===== src/rtl/psum_collector.sv =====
// Per-column psum FIFOs that realign skewed mac_row outputs into one row, read via valid/ready.
// Optional read-path ReLU on the output bus when PSUM_COLLECTOR_RELU_EN is defined.
module psum_collector #(
  parameter int col     = 8,
  parameter int psum_bw = 16,
  parameter int depth   = 16
) (
  input  logic                   clk,
  input  logic                   reset,
  input  logic [psum_bw*col-1:0] in_s,
  input  logic [col-1:0]         wr,
  input  logic                   rd,
`ifdef PSUM_COLLECTOR_RELU_EN
  input  logic                   relu_en,
`endif
  output logic [psum_bw*col-1:0] out,
  output logic                   o_valid,
  output logic                   o_full,
  output logic                   o_ready,
  output logic                   overflow
);

  localparam int unsigned AW = $clog2(depth);
  localparam logic [AW:0] DEPTH_CNT = (AW+1)'(depth);

  logic [psum_bw-1:0] mem_q  [col][depth];
  logic [AW-1:0]      wptr_q [col];
  logic [AW-1:0]      wptr_d [col];
  logic [AW-1:0]      rptr_q [col];
  logic [AW-1:0]      rptr_d [col];
  logic [AW:0]        cnt_q  [col];
  logic [AW:0]        cnt_d  [col];
  logic               overflow_q;
  logic               overflow_d;

  logic [col-1:0]     empty;
  logic [col-1:0]     full;
  logic [col-1:0]     wen;
  logic               pop;

  always_comb begin
    empty = '0;
    full  = '0;
    for (int unsigned i = 0; i < col; i++) begin
      empty[i] = (cnt_q[i] == '0);
      full[i]  = (cnt_q[i] == DEPTH_CNT);
    end
  end

  assign o_valid  = ~|empty;
  assign o_full   = |full;
  assign o_ready  = ~|full;
  assign overflow = overflow_q;
  assign pop      = rd & o_valid;

  // A full column still accepts a write when the same cycle pops the row.
  always_comb begin
    wen        = '0;
    overflow_d = overflow_q;
    for (int unsigned i = 0; i < col; i++) begin
      wen[i]    = wr[i] & (~full[i] | pop);
      wptr_d[i] = wptr_q[i] + AW'(wen[i]);
      rptr_d[i] = rptr_q[i] + AW'(pop);
      cnt_d[i]  = cnt_q[i];
      case ({wen[i], pop})
        2'b10:   cnt_d[i] = cnt_q[i] + 1'b1;
        2'b01:   cnt_d[i] = cnt_q[i] - 1'b1;
        default: cnt_d[i] = cnt_q[i];
      endcase
      if (wr[i] && full[i] && !pop) overflow_d = 1'b1;
    end
  end

  always_ff @(posedge clk or negedge reset) begin
    if (!reset) begin
      wptr_q     <= '{default: '0};
      rptr_q     <= '{default: '0};
      cnt_q      <= '{default: '0};
      overflow_q <= 1'b0;
    end else begin
      wptr_q     <= wptr_d;
      rptr_q     <= rptr_d;
      cnt_q      <= cnt_d;
      overflow_q <= overflow_d;
    end
  end

  // Storage is deliberately not reset; the occupancy counters gate its visibility.
  always_ff @(posedge clk) begin
    for (int unsigned i = 0; i < col; i++) begin
      if (wen[i]) mem_q[i][wptr_q[i]] <= in_s[i*psum_bw +: psum_bw];
    end
  end

  always_comb begin
    out = '0;
    for (int unsigned i = 0; i < col; i++) begin
      logic [psum_bw-1:0] head;
      head = mem_q[i][rptr_q[i]];
`ifdef PSUM_COLLECTOR_RELU_EN
      if (relu_en && head[psum_bw-1]) head = '0;
`endif
      out[i*psum_bw +: psum_bw] = o_valid ? head : '0;
    end
  end

endmodule


===== config.mk =====
export PLATFORM = sky130hd
export DESIGN_NAME = psum_collector
export DESIGN_NICKNAME = d
export VERILOG_FILES = /design/src/rtl/psum_collector.sv
export SDC_FILE = /design/constraint.sdc
export NUM_CORES = 2
export LEC_CHECK = 0
export BUFFER_PORTS_ARGS = -buffer_cell sky130_fd_sc_hd__buf_2
export CAP_MARGIN = 40
export CORE_MARGIN = 2
export CORE_UTILIZATION = 50
export CTS_BUF_LIST = sky130_fd_sc_hd__clkbuf_8
export DETAILED_ROUTE_END_ITERATION = 10
export GPL_TIMING_DRIVEN = 0
export PLACE_DENSITY = 0.66
export SKIP_CTS_REPAIR_TIMING = 1
export SYNTH_ARGS = -nofsm -noshare
export SYNTH_HDL_FRONTEND = slang
export SYNTH_SLANG_ARGS = --single-unit

===== constraint.sdc =====
create_clock -name clk -period 10.9 [get_ports clk]
set_input_delay 2.18 -clock clk [delete_from_list [all_inputs] [get_ports clk]]
set_output_delay 2.18 -clock clk [all_outputs]
set_load 0.005 [all_outputs]

==> reports/metrics.csv <==
stage;metric;value;unit
timing;holdWs;0.451;ns
detailed_routing;ant_nets;0;
synth;synth_top_area_cell;edfxtp_1;
final_layout;drive_gt1_frac;0.367;
floorplanning;fp.coreArea;0.167;mm^2
grt;grt_pass1_vias;43251;
placed_design;place.gp.congestion;0.766;
synth;synth_top_family_by_area;multiplexers;
floorplanning;dieArea;0.172;mm^2
timing;drv_slew;0;
final_layout;syn_to_final_growth;16.8;%
synth;synth.top_cells.by_count;edfxtp_1 (2048), mux4_2 (634), and3_1 (128);
detailed_routing;first_pass_iters;7;
floorplanning;die_w;415;um
critical_path;required;8.72;ns
timing;maxSlewHeadroom;0.382;
pwr;p_leak;33.2;nW
synth;muxShareOfSynthArea;0.173;
synth;yosys.area_share.xor_xnor;0.00675;
cts;clock_sinks;2153;
final_layout;multi_input_area;0.0197;mm^2
grt;grt.overflow.total;0;
detailed_routing;vias;41794;
placed_design;dpl_worst_slack;5.16;ns
floorplanning;die_h;415;um
synth;postSynthAreaPerCell;22.7;um^2
synth;syn-num-nets;3907;
min_path;hp-class;reg -> reg;
synth;synth_compound_area_frac;0.0101;
grt;grt_use_total;0.232;
timing;fin_setup_tns;0;ns
detailed_routing;wl_per_cell;28.2;um
detailed_routing;drc;0;
critical_path;start_kind;register;
cts;cts_max_path_buffers;4;
timing;fin_crit;6.78;ns
timing;tightest_slew;0.927;ns
cts;cts_buffers;358;
detailed_routing;drt_iter0_markers;4179;
synth;synth_top_area_frac;0.730;
detailed_routing;totalWireLength;199000;um
cts;clk_pin_slew;0.06;ns
cts;worstSkewPairLatency;1.04;ns
synth;ys_warn_count;0;
timing;finalCritPeriodShare;0.622;
synth;synth.area.top_cells;edfxtp_1 (73%), mux4_2 (17%), dfrtp_1 (3.1%), and3_1 (0.95%), ha_1 (0.83%);
timing;max_freq;148;MHz
final_layout;final_core_util;0.589;
cts;cts.htree.levels;5;
synth;synth_area;0.0843;mm^2
cts;cts_root_buf;clkbuf_8;
flow_run;maxCapViolations;0;
cts;cts_tree;built;
synth;synth-seq-cells;2153;
status;status;complete, no violations;
synth;synth_edf_count;2048;
synth;netlist_instances;3705;
pwr;power_density;269;mW/mm^2
timing;skew;0.0618;ns
final_layout;regArea;0.0641;mm^2
placed_design;place_inst;6412;
critical_path;critical_path.max_fanout;10;
floorplanning;io_pins;271;
timing;hold_viol_final;0;
placed_design;dpl_cell_area;0.0919;mm^2
floorplanning;initial_core_util;0.504;
synth;async_flop_share;0.0488;
timing;setup_slack;4.12;ns
synth;synthFlopType;edfxtp_1;
placed_design;dp_hpwl;134000;um
detailed_routing;via_per_inst;5.93;
timing;setup_viol;0;
synth;ys_types;63;
synth;synth-simple-area-share;0.0285;
pwr;p_total;26.5;mW
synth;synthAdderAreaFrac;0.00998;
final_layout;fillers;11893;
timing;rsz0062_at_grt;false;
critical_path;endpoint_kind;output pin;
grt;grt_pass1_wl;288000;um
grt;grt_antenna_before_repair;50;
grt;grt_max_degree;59;
final_layout;num-nets-final;4771;
placed_design;place.port_buffers;270;
floorplanning;fp-row-count;150;
pwr;vdd_ir_drop_max;0.187;mV
synth;yosysMostFrequentCell;edfxtp_1;
critical_path;critPathKind;reg -> out;
final_layout;fin_cells;7050;
critical_path;critPathArrivalTime;4.60;ns
synth;ys_seq_area_frac;0.761;
final_layout;final_area;0.0984;mm^2
[state kept, by name (all words and copies together), names as in the netlist]
signal	flops
wptr_q	32
overflow	1
rptr_q	32
cnt_q	40
mem_q	2048
[kinds of logic after synthesis]
kind of cell,count (synthesis)
buffers and inverters,228
adders and majority gates,63
DFF,2153
muxes,663
and+or+nand+nor,428
AOI/OAI and AO/OA,105
xor gates and xnor gates,65
[path summary, 6_finish.rpt]
check | start | endpoint | slack (ns) | cells after the start
worst max-delay path | cnt_q[11] | out[29] | 4.12 | 8
worst min-delay path | overflow | overflow | 0.45 | 1
worst max register to register | cnt_q[11] | cnt_q[4] | 6.72 | 16
worst min register to register | overflow | overflow | 0.45 | 1
max in group asynchronous | reset | wptr_q[19] | 8.94 | 2
min in group asynchronous | reset | rptr_q[2] | 1.10 | 1
[final cells by class]
class	instances	area share
Buffer	200	0.00828
Clock buffer	379	0.0530
Multi-Input combinational cell	1324	0.200
Inverter	28	0.00107
Antenna cell	17	0.000432
Tap cell	2204	0.0280
Sequential cell	2153	0.651
Clock inverter	241	0.0129
Timing Repair Buffer	504	0.0446
[routing by layer]
| metal | vias up | wire length, um | track usage |
|---|---|---|---|
| li1 | 17532 | - | - |
| met1 | 22177 | 79600 | 0.313 |
| met2 | 1679 | 98000 | 0.371 |
| met3 | 384 | 14100 | 0.0501 |
| met4 | 22 | 7020 | 0.0948 |
| met5 | - | 144 | 0 |
[power breakdown]
group,internal (mW),leakage [nW],switching (mW),total [mW]
logic,4.44,9.63,5.11,9.55
registers,10.1,19.7,0.322,10.4
clock network,3.45,3.81,3.09,6.55
[layout by cell type, fill, tap and decap left out, types with 71 or more instances in the layout]
master	instances
dfrtp_1	105
and3_1	128
buf_6	71
buf_8	101
clkbuf_1	113
edfxtp_1	2048
nor2_2	78
buf_2	314
inv_1	157
mux4_2	634
clkbuf_8	379
[worst max-delay path, cell delays in order (launching register included)]
cell and delay (ns):
dfrtp_1 0.39, nor4_1 0.10, a22o_1 0.30, nor3_4 0.76, clkbuf_2 0.63, buf_16 0.25
clkbuf_1 0.56, and3_1 0.42, buf_2 0.17
No activity file was read; power rests on OpenSTA's default activity.
